<file path="config.mk">
export PLATFORM = sky130hd
export DESIGN_NAME = mult_seq_shift_add_flat
export DESIGN_NICKNAME = d
export VERILOG_FILES = /design/src/rtl/mult_seq_shift_add_pkg.sv /design/src/rtl/mult_seq_shift_add_if.sv /design/src/rtl/mult_seq_shift_add_adder.sv /design/src/rtl/mult_seq_shift_add.sv /design/src/flat_wrapper.sv
export SDC_FILE = /design/constraint.sdc
export NUM_CORES = 1
export LEC_CHECK = 0
export CAP_MARGIN = 20
export CORE_AREA = 2 2 65 67
export DETAILED_ROUTE_END_ITERATION = 16
export DIE_AREA = 0 0 67 69
export PLACE_DENSITY = 0.85
export SYNTH_ARGS = -nofsm -noshare
export SYNTH_HDL_FRONTEND = slang
export SYNTH_SLANG_ARGS = --single-unit
</file>
<file path="constraint.sdc">
create_clock -name CLK -period 8.3 [get_ports CLK]
set_input_delay 2.075 -clock CLK [delete_from_list [all_inputs] [get_ports CLK]]
set_output_delay 2.075 -clock CLK [all_outputs]
set_load 0.05 [all_outputs]
</file>
<file path="src/rtl/mult_seq_shift_add_pkg.sv">
// Shared definitions for the sequential shift-and-add multiplier: state
// encodings, counter sizing and the half-adder cell used by the ripple adder.
package mult_seq_shift_add_pkg;

    typedef logic [1:0] state_t;

    localparam state_t IDLE = 2'd0;
    localparam state_t CALC = 2'd1;
    localparam state_t DONE = 2'd2;

    // Iteration counter has to hold 0..N-1.
    function automatic int cnt_width(input int n);
        return (n < 2) ? 1 : $clog2(n);
    endfunction

    // Half-adder cell: returns {carry, sum}.
    function automatic logic [1:0] half_add(input logic a, input logic b);
        return {a & b, a ^ b};
    endfunction

endpackage

</file>
<file path="src/rtl/mult_seq_shift_add_if.sv">
// Operand/product handshake bundle for mult_seq_shift_add.
interface mult_seq_shift_add_if #(
    parameter int BITWIDTH = 8
);

    // Both channels use valid/ready: a transfer happens on a rising clock edge
    // where VLD and RDY are both high; the source holds its data stable and
    // keeps VLD high until that edge, and RDY never depends on data values.
    logic                    IN_VLD;
    logic                    IN_RDY;
    logic [BITWIDTH-1:0]     A;
    logic [BITWIDTH-1:0]     B;
    logic [2*BITWIDTH-1:0]   DOUT;
    logic                    DOUT_VLD;
    logic                    DOUT_RDY;

    modport master (
        output IN_VLD, A, B, DOUT_RDY,
        input  IN_RDY, DOUT, DOUT_VLD
    );

    modport slave (
        input  IN_VLD, A, B, DOUT_RDY,
        output IN_RDY, DOUT, DOUT_VLD
    );

endinterface

</file>
<file path="src/rtl/mult_seq_shift_add_adder.sv">
// N-bit combinational ripple-carry adder assembled from half-adder cells;
// each bit pairs two half adders and ORs their carries.
module adder_ripple_nbit
    import mult_seq_shift_add_pkg::*;
#(
    parameter int BITWIDTH = 8
) (
    input  logic [BITWIDTH-1:0] A,
    input  logic [BITWIDTH-1:0] B,
    input  logic                Cin,
    output logic [BITWIDTH-1:0] Q,
    output logic                Cout
);

    logic [BITWIDTH:0] carry;

    assign carry[0] = Cin;

    // Bit 0 starts from the plain half-adder cell; its second half adder only
    // absorbs Cin, which the multiplier ties low.
    for (genvar i = 0; i < BITWIDTH; i++) begin : g_bit
        logic [1:0] ha0;
        logic [1:0] ha1;
        assign ha0          = half_add(A[i], B[i]);
        assign ha1          = half_add(ha0[0], carry[i]);
        assign Q[i]         = ha1[0];
        assign carry[i+1]   = ha0[1] | ha1[1];
    end

    assign Cout = carry[BITWIDTH];

endmodule

</file>
<file path="src/rtl/mult_seq_shift_add.sv">
// Sequential unsigned shift-and-add multiplier: one partial product per clock,
// valid/ready on operand and product sides, product after exactly N edges.
module mult_seq_shift_add
    import mult_seq_shift_add_pkg::*;
#(
    parameter int BITWIDTH = 8
) (
    input  logic                  CLK,
    input  logic                  nRST,
    mult_seq_shift_add_if.slave   bus,
    output logic                  BUSY,
    output state_t                dbg_state_o
);

    localparam int N  = BITWIDTH;
    localparam int CW = cnt_width(N);

    state_t           state_q, state_d;
    logic [N-1:0]     mcand_q, mcand_d;
    logic [2*N:0]     acc_q,   acc_d;
    logic [CW-1:0]    cnt_q,   cnt_d;
    logic [2*N-1:0]   dout_q,  dout_d;

    logic [N-1:0]     add_q;
    logic             add_c;
    logic [N:0]       step_sum;
    logic [2*N:0]     acc_shift;
    logic             last_iter;

    adder_ripple_nbit #(
        .BITWIDTH (N)
    ) u_adder (
        .A    (acc_q[2*N-1:N]),
        .B    (mcand_q),
        .Cin  (1'b0),
        .Q    (add_q),
        .Cout (add_c)
    );

    // acc_q[2N] is always zero at the start of an iteration, so the no-add path
    // matches {0, acc[2N-1:N]}; the full N+1-bit sum is kept before shifting.
    assign step_sum  = acc_q[0] ? {add_c, add_q} : acc_q[2*N:N];
    assign acc_shift = {1'b0, step_sum, acc_q[N-1:1]};
    assign last_iter = (cnt_q == CW'(N - 1));

    always_ff @(posedge CLK or negedge nRST) begin
        if (!nRST) begin
            state_q <= IDLE;
            mcand_q <= '0;
            acc_q   <= '0;
            cnt_q   <= '0;
            dout_q  <= '0;
        end else begin
            state_q <= state_d;
            mcand_q <= mcand_d;
            acc_q   <= acc_d;
            cnt_q   <= cnt_d;
            dout_q  <= dout_d;
        end
    end

    always_comb begin
        state_d = state_q;
        case (state_q)
            IDLE:    if (bus.IN_VLD) state_d = CALC;
            CALC:    if (last_iter)  state_d = DONE;
            DONE:    if (bus.DOUT_RDY) state_d = IDLE;
            default: state_d = IDLE;
        endcase
    end

    always_comb begin
        mcand_d = mcand_q;
        acc_d   = acc_q;
        cnt_d   = cnt_q;
        dout_d  = dout_q;
        case (state_q)
            IDLE: begin
                if (bus.IN_VLD) begin
                    mcand_d = bus.A;
                    acc_d   = {{(N+1){1'b0}}, bus.B};
                    cnt_d   = '0;
                end
            end
            CALC: begin
                acc_d = acc_shift;
                cnt_d = cnt_q + CW'(1);
                if (last_iter) dout_d = acc_shift[2*N-1:0];
            end
            default: ;
        endcase
    end

    always_comb begin
        bus.IN_RDY   = (state_q == IDLE);
        bus.DOUT_VLD = (state_q == DONE);
        BUSY         = (state_q == CALC) || (state_q == DONE);
    end

    assign bus.DOUT    = dout_q;
    assign dbg_state_o = state_q;

endmodule

</file>
<file path="src/flat_wrapper.sv">
// flat-port wrapper written by rule: the top's interface ports become plain ports
module mult_seq_shift_add_flat import mult_seq_shift_add_pkg::*;
#(
    parameter int BITWIDTH = 8
)
  (CLK, nRST, BUSY, dbg_state_o, bus_IN_VLD, bus_A, bus_B, bus_DOUT_RDY, bus_IN_RDY, bus_DOUT, bus_DOUT_VLD);
  mult_seq_shift_add_if #(.BITWIDTH(BITWIDTH)) bus_i ();
  input  logic CLK;
  input  logic nRST;
  output logic BUSY;
  output state_t dbg_state_o;
  input wire logic [$bits(bus_i.IN_VLD)-1:0] bus_IN_VLD;
  input wire logic [$bits(bus_i.A)-1:0] bus_A;
  input wire logic [$bits(bus_i.B)-1:0] bus_B;
  input wire logic [$bits(bus_i.DOUT_RDY)-1:0] bus_DOUT_RDY;
  output wire logic [$bits(bus_i.IN_RDY)-1:0] bus_IN_RDY;
  output wire logic [$bits(bus_i.DOUT)-1:0] bus_DOUT;
  output wire logic [$bits(bus_i.DOUT_VLD)-1:0] bus_DOUT_VLD;
  assign bus_i.IN_VLD = bus_IN_VLD;
  assign bus_i.A = bus_A;
  assign bus_i.B = bus_B;
  assign bus_i.DOUT_RDY = bus_DOUT_RDY;
  assign bus_IN_RDY = bus_i.IN_RDY;
  assign bus_DOUT = bus_i.DOUT;
  assign bus_DOUT_VLD = bus_i.DOUT_VLD;
  mult_seq_shift_add #(.BITWIDTH(BITWIDTH)) u_core (.CLK(CLK), .nRST(nRST), .bus(bus_i), .BUSY(BUSY), .dbg_state_o(dbg_state_o));
endmodule
</file>
---- Word level (Yosys, flattened, before mapping) ----
Cells that the tools add are included.
W data, S select, Z words.
storage, ports and cells
  logic and storage cells ................. 65
  flip-flop bits (word level) ............. 46
  bits of input ports ..................... 20
  output and inout port bits .............. 21
cells by class
  eq/ne operators ......................... 6
  reduce and logical (&&, ||, !) cells .... 7
  bitwise logic cells ..................... 37
  muxes and demuxes ....................... 9
  add/subtract/negate cells ............... 1
operators by type and width
  operator               number
  $pmux W17 S2           1
  $mux W17               1
  $and A1 B1 Y1          15
  $xor A1 B1 Y1          15
  $mux W9                1
  $or A1 B1 Y1           7
  $mux W2                3
  $pmux W2 S3            1
  $pmux W3 S2            1
  $reduce_and A2 Y1      3
  $ne A2 B2 Y1 const B   2
  $add A3 B1 Y3 const B  1
  $eq A3 B3 Y1 const B   1
  $mux W3                1
  $reduce_and A3 Y1      1
  $eq A2 B1 Y1 const B   1
  $eq A2 B2 Y1 const B   1
  $logic_not A2 Y1       1
  $ne A2 B1 Y1 const B   1
  $reduce_bool A2 Y1     1
  $logic_or A1 B1 Y1     1

---- Depth between registers and ports, before layout ----
Gate-level depths: netlist of the first run.
  depth in word-level cells ............... 17
  gate-level depth with buffers ........... 12
  gate-level depth less buffers ........... 12

---- Modules after synthesis ----
A second synthesis of the first run with hierarchy kept.
unflattened totals
  cells, all modules ...................... 174
  area, all modules ....................... 2107.0 um2
by module, submodules not included
  module              area each (um2)  times used  seq. area each (um2)  cells each
  mult_seq_shift_add  1909.3           1           1126.1                156
  adder_ripple_nbit   197.7            1           0.0                   18

---- Worst setup path before layout of the first run ----
No wires, ideal clock.
  path kind ............................... register -> output
  from .................................... register u_core.state_q[1] (netlist: u_core.dbg_state_o[1])
  to ...................................... output port BUSY
  arrival time ............................ 1335 ps
  data required time ...................... 6225 ps
  slack ................................... 4890 ps
  stages on the path, launching flop included .. 3
  path buffers ............................ 0
  path through ............................ dfrtp_1 > inv_1 > ha_1
between the ends
  cells in the longest elaborated chain, start to end .. 2
  elaborated cells on any way between the ends .. 3
  those cells by class .................... eq/ne: 2; reduce/logical: 1
ends and longest elaborated chain
  item                                                 line                      source
  start, declared                                      mult_seq_shift_add.sv:18  state_t state_q, state_d;
  start signal, assigned                               mult_seq_shift_add.sv:54  state_q <= state_d;
  $eq A2 B1 Y1 / $eq A2 B2 Y1 (equally long branches)  mult_seq_shift_add.sv:97  BUSY = (state_q == CALC) || (state_q == DONE);
  $logic_or A1 B1 Y1 *                                 mult_seq_shift_add.sv:97
  end, declared                                        flat_wrapper.sv:10        output logic BUSY;
Mark *: on every way between the ends. The rest lies on a longest branch, timed or not.

---- Final worst setup path of the first run ----
  from .................................... register u_core.state_q[0] (netlist: u_core.dbg_state_o[0])
  to ...................................... output port bus_IN_RDY
between the ends
  cells in the longest elaborated chain, start to end .. 1
ends and longest elaborated chain
  item              line                      source
  $logic_not A2 Y1  mult_seq_shift_add.sv:95  bus.IN_RDY = (state_q == IDLE);
  end, declared     flat_wrapper.sv:16        output wire logic [$bits(bus_i.IN_RDY)-1:0] bus_IN_RDY;
No other way between the ends.

==> results of run 1 <==
where the power goes:
part / total [uW] / switching [uW] / internal (uW) / leakage, uW
registers: 359 / 61.1 / 298 / 0.000587
logic: 475 / 283 / 193 / 0.000577
clock network: 147 / 72.1 / 75.2 / 0.0000542
path summary, 6_finish.rpt:
check                                      startpoint                  end  slack (ns)  cells after the start
worst max-delay path            u_core.dbg_state_o[0]           bus_IN_RDY        4.25                      3
worst min-delay path              u_core.bus.DOUT[11]  u_core.bus.DOUT[11]        0.48                      2
worst min register to register    u_core.bus.DOUT[11]  u_core.bus.DOUT[11]        0.48                      2
worst max register to register      u_core.mcand_q[0]     u_core.acc_q[14]        4.87                     12
max in group asynchronous                        nRST    u_core.mcand_q[4]        6.04                      2
min in group asynchronous                        nRST      u_core.acc_q[2]        1.76                      1
tightest hold or removal path: cells and delay by family (launching register included):
kind	cells	cell delay, ns
flip-flops	1	0.35
AO/OA/AOI/OAI	1	0.06
AND/OR/NAND/NOR	1	0.05
cells by family after synthesis:
kind of cell	synth area share, %
simple gates	6.821
fa+ha+maj	10.20
flops	53.38
mux	16.19
compound gates	8.897
buf+inv	4.508
synth_stat cells:
library cell,instances,share of area [%]
a211oi_1,1,0.36
a21o_1,1,0.36
a22o_1,2,0.83
and2_1,1,0.30
buf_2,4,0.95
buf_6,2,1.1
dfrtp_1,45,53
fa_1,7,6.6
ha_1,6,3.6
inv_1,13,2.3
inv_2,1,0.18
mux2_1,1,0.53
mux2_2,14,7.5
mux2_4,2,1.4
mux2i_1,12,5.7
mux2i_4,1,1.1
nand2_1,31,5.5
nand2_4,1,0.53
nand2b_1,1,0.30
nor2_1,1,0.18
o21ai_0,24,5.7
o21ai_1,4,0.95
o221ai_2,1,0.71
per-layer routing:
layer | global-route usage [%] | vias up
met4 | 6.122 | 0
met5 | 0 | -
met3 | 5.057 | 6
met1 | 25.83 | 686
li1 | - | 676
met2 | 26.07 | 32
registers in the layout (all words and copies together), names as in the netlist:
signal / count
u_core.mcand_q: 8
u_core.acc_q: 16
u_core.bus.DOUT: 16
u_core.dbg_state_o: 2
u_core.cnt_q: 3
area by class of cell:
cell class	instances	area [um2]
clock buffers	7	96.34
clock inverters	1	5.005
fillers	304	1260
inverters	14	52.55
multi-input cells	111	888.4
flip-flops and latches	45	1126
well taps	50	62.56
repair buffers	41	422.9
per-stage QoR:
| stage | total power [uW] | instances | area (um2) |
|---|---|---|---|
| global placement | 820.4 | 260 | 2525 |
| global route | 1055 | 269 | 2654 |
| floorplan | 713.2 | 176 | 2110 |
| CTS | 989.4 | 268 | 2626 |
| finish | 981.6 | 269 | 2654 |
| detailed placement | 839.9 | 260 | 2525 |
==> impl_metrics.csv, run 1 <==
group,metric,value,unit
outcome,status,"complete, no violations",
worst_setup_path,cp_slowest_cell,"clkdlybuf4s50_1",
route,via_per_inst,5.204,
cts,post_cts_resize_count,0,
cts,clkLatencyLatePin,0.30,ns
cells_and_area,nets,251,
cells_and_area,postLayoutCoreUtil,67.81,%
route,firstDrtPassIters,4,
cells_and_area,area_growth_syn_to_layout,25.80,%
timing,slew_violations,0,
cts,h-tree-depth,2,
timing,rsz0062_at_grt,"no",
timing,finClkSkew,0.004571,ns
die,core_area,3914,um2
timing,fin_ws,4.252,ns
route,ant_nets,0,
timing,fmax,247.1,MHz
place,routabilityCongestion,0.7300,
place,hpwlAfterDp,2583,um
logic_synthesis,synth.distinct_cells,23,
worst_hold_path,hold_class,"reg2reg",
logic_synthesis,synth_fp_nets,209,
die,rows,23,
timing,hold_viol_final,0,
die,io_pins,41,
cells_and_area,layout_commonest_cell,"dfrtp_1",
die,die_w,67,um
logic_synthesis,ys_ff_latch,45,
route,drt_iter0_drc,64,
logic_synthesis,yosys_warnings,0,
timing,relSlewSlack,47.32,%
cells_and_area,diodes,0,
route,top_layer_used,"met4",
worst_setup_path,cp_num_buf_inv,2,
timing,holdWs,0.4823,ns
worst_setup_path,crit_path_max_fanout,5,
worst_setup_path,cpPeakStageDelay,0.86,ns
timing,period_needed,4.048,ns
global_routing,overflow,0,
cells_and_area,final_cell_mix,"45 x dfrtp_1, 39 x clkdlybuf4s50_1, 31 x nand2_1",
cts,cts_made_buffers,5,
route,wl_met3,166,um
die,dieArea,4623,um2
route,wire_per_inst,13.41,um
route,route.detailed.drc,0,
logic_synthesis,syn_area,2110,um2
global_routing,grtUsageTotal,17.93,%
cts,cts_root_buf,"clkbuf_8",
flow_run,cap_violations,0,
timing,finalSetupViolCount,0,
route,vias,1400,
worst_setup_path,cp.arrival,1.97,ns
logic_synthesis,postSynthCellCount,176,
logic_synthesis,seq_area_frac_synth,53.38,%
worst_setup_path,path_cells,"inv_1 > ha_1 > clkdlybuf4s50_1",
global_routing,grt_max_degree,46,
worst_setup_path,path_class,"reg2out",
cts,tritoncts,"yes",
route,met2_length,1615,um
die,dieHeight,69,um
place,portBuffers,40,
global_routing,grt_pass1_wl,6375,um
cts,cts_buffer_depth,2,
timing,fin_crit_sh,48.77,%
cts,clk_pin_slew_worst_paths,0.08,ns
cells_and_area,drive_gt1_share,13.70,%
worst_setup_path,worstPathRequired,6.23,ns
worst_setup_path,cp-start-kind,"flip-flop",
power,p_leak,0.001218,uW
logic_synthesis,synth.avg_cell_area,11.99,um2
cts,hold_buffers,0,
timing,fin_setup_tns,0,ns
power,power.density,369.9,nW/um2
worst_setup_path,endpoint_kind,"output pin",
die,initial_core_util,53.90,%
place,pre_cts_ws,4.586,ns
global_routing,first_global_vias,1397,
power,ir_drop,320.1,uV
route,drt-total-wl,3608,um
cts,cts_setup_buffers,0,
timing,worstMarginPinSlew,0.7901,ns
global_routing,antenna_found_initial,0,
cts,cts.sinks,45,
worst_setup_path,path_delay_family,"buffers and inverters",
route,m1WireLength,1760,um
(Power assumes the default switching activity.)
==> inputs of run 2 (changes only) <==
--- a/config.mk
+++ b/config.mk
@@ -6,10 +6,10 @@
 export NUM_CORES = 1
 export LEC_CHECK = 0
 export CAP_MARGIN = 20
-export CORE_AREA = 2 2 65 67
+export CORE_AREA = 2 2 71 73
 export DETAILED_ROUTE_END_ITERATION = 16
-export DIE_AREA = 0 0 67 69
-export PLACE_DENSITY = 0.85
+export DIE_AREA = 0 0 73 75
+export PLACE_DENSITY = 0.76
 export SYNTH_ARGS = -nofsm -noshare
 export SYNTH_HDL_FRONTEND = slang
 export SYNTH_SLANG_ARGS = --single-unit
==> constraint.sdc (replaced) <==
create_clock -name CLK -period 3.5 [get_ports CLK]
set_input_delay 0.875 -clock CLK [delete_from_list [all_inputs] [get_ports CLK]]
set_output_delay 0.875 -clock CLK [all_outputs]
set_load 0.05 [all_outputs]
==> run 2 against run 1 <==
Compared with the run above: register-to-register slack got worse by 4.7 ns; critical endpoint is now u_core.bus.DOUT[14]; clock power increased to 2.8 times the previous value; critical path depth is 9 higher.
==> impl_metrics.csv, run 2 (synthesized netlist as in run 1, its figures left out) <==
group,metric,value,unit
outcome,status,"complete, no violations",
route,drt-total-wl,4148,um
place,place_inst,264,
die,dieHeight,75,um
route,drt_iter0_drc,82,
worst_setup_path,cp.arrival,3.46,ns
die,core_area,4661,um2
global_routing,grt_max_degree,46,
worst_setup_path,worstPathRequired,3.68,ns
cts,cts_root_buf,"clkbuf_8",
global_routing,overflow,0,
power,ir_drop,660.0,uV
timing,worstMarginPinSlew,0.7549,ns
timing,rsz0062_at_grt,"no",
cells_and_area,fill_cells,414,
cts,clk_pin_slew_worst_paths,0.08,ns
timing,finalSetupViolCount,0,
place,hpwlAfterDp,2796,um
power,swShare,41.87,%
route,via_per_inst,5.167,
die,rows,25,
cells_and_area,drive_gt1_share,16.29,%
timing,finClkSkew,0.01170,ns
route,vias,1421,
cts,h-tree-depth,2,
cells_and_area,multiInputGateArea,898.4,um2
timing,fin_setup_tns,0,ns
cells_and_area,final_cell_mix,"45 x dfrtp_1, 39 x clkdlybuf4s50_1, 31 x nand2_1",
timing,relSlewSlack,48.60,%
power,pwr-share-comb,47.9,%
timing,slew_violations,0,
worst_setup_path,cp-start-kind,"flip-flop",
timing,fin_crit_sh,93.82,%
route,wire_per_inst,15.08,um
cells_and_area,final-seq-area,1126,um2
timing,fmax,304.5,MHz
route,ant_nets,0,
place,routabilityCongestion,0.7384,
route,route.detailed.drc,0,
cts,cts.sinks,45,
worst_setup_path,crit_path_max_fanout,2,
timing,holdWs,0.3777,ns
die,initial_core_util,45.26,%
cts,tritoncts,"yes",
power,power.share.clock,16.9,%
power,power.density,904.9,nW/um2
die,dieArea,5475,um2
route,firstDrtPassIters,4,
global_routing,grt_pass1_wl,6969,um
die,io_pins,41,
timing,hold_viol_final,0,
cts,cts_made_buffers,5,
power,p_leak,0.001224,uW
cells_and_area,finalNonFillerCells,275,
flow_run,cap_violations,0,
global_routing,first_global_vias,1484,
cts,cts_buffer_depth,2,
power,internal_power,1418,uW
cells_and_area,nets,253,
worst_setup_path,path_class,"reg2reg",
power,p_seq_share,35.2,%
timing,period_needed,3.284,ns
global_routing,antenna_found_initial,0,
cts,clkLatencyLatePin,0.30,ns
power,netSwitchingPower,1021,uW
global_routing,grtUsageTotal,17.10,%
cells_and_area,diodes,0,
worst_hold_path,hold_class,"in2async",
die,die_w,73,um
place,portBuffers,40,
cells_and_area,area_growth_syn_to_layout,27.76,%
cells_and_area,layout_commonest_cell,"dfrtp_1",
worst_setup_path,endpoint_kind,"flip-flop",
-- run 2: cell count changes in the layout (fill, tap and decap cells not counted), moves of 2 or more --
cell | previous run | this run
o21ai_1 | 4 | 6
fa_2 | 0 | 4
fa_1 | 7 | 3
buf_4 | 0 | 2
o21ai_0 | 24 | 22
-- run 2: final timing paths --
check                                    from             endpoint  slack [ns]  depth (start not counted)
max                           u_core.acc_q[8]  u_core.bus.DOUT[14]        0.22                         12
min                                      nRST      u_core.acc_q[2]        0.38                          1
max reg2reg                   u_core.acc_q[8]  u_core.bus.DOUT[14]        0.22                         12
min reg2reg                u_core.bus.DOUT[9]   u_core.bus.DOUT[9]        0.48                          2
max in group asynchronous                nRST    u_core.mcand_q[4]        2.70                          2
min in group CLK           u_core.bus.DOUT[9]   u_core.bus.DOUT[9]        0.48                          2
-- run 2: per-stage QoR --
| step | worst slack, ns | instance area [um2] | total power [uW] | util, % |
|---|---|---|---|---|
| 5_1_grt | 0.04643 | 2695 | 2625 | 57.83 |
| 4_1_cts | 0.09099 | 2650 | 2433 | 56.86 |
| 3_3_place_gp | 0.2767 | 2530 | 1954 | 54.28 |
| 2_1_floorplan | 0.3400 | 2110 | 1691 | - |
| 6_report | 0.2162 | 2695 | 2439 | 57.83 |
| 3_5_place_dp | 0.1061 | 2530 | 2007 | 54.28 |
-- run 2: power groups by stage --
stage	sequential, uW	combinational [uW]	clock, uW
2_1_floorplan	985	706	0
3_3_place_gp	849	1100	0
3_5_place_dp	864	1140	0
4_1_cts	857	1160	420
5_1_grt	887	1300	442
6_report	858	1170	413
-- run 2: timing repair --
item                       in CTS  in global routing
hold buffers                    0                  0
hold endpoints to repair        0                  0
resized for setup               0                  6
setup buffers                   0                  2
setup endpoints to repair       0                  2
-- run 2: routing by layer --
| metal | global-route usage [%] | up-vias | share of wire (%) |
|---|---|---|---|
| met2 | 30.33 | 28 | 53 |
| met3 | 4.418 | 8 | 2.8 |
| met5 | 0 | - | 0 |
| met1 | 19.74 | 715 | 42 |
| li1 | - | 670 | - |
| met4 | 6.996 | 0 | 2.1 |
-- run 2: area by class of cell --
class                           count  area share, %
Clock buffer                        6          3.064
Clock inverter                      2          1.393
Inverter                           14          1.950
Multi-Input combinational cell    111          33.33
Sequential cell                    45          41.78
Tap cell                           54          2.507
Timing Repair Buffer               43          15.97
-- run 2: critical path: stages (launching register included) --
cell and delay, ns:
dfrtp_1 0.36, ha_1 0.14, inv_1 0.05, fa_2 0.33, fa_2 0.34, fa_1 0.38, fa_1 0.37, inv_1 0.08
fa_2 0.20, fa_2 0.21, fa_1 0.41, mux2i_1 0.20, o21ai_1 0.08
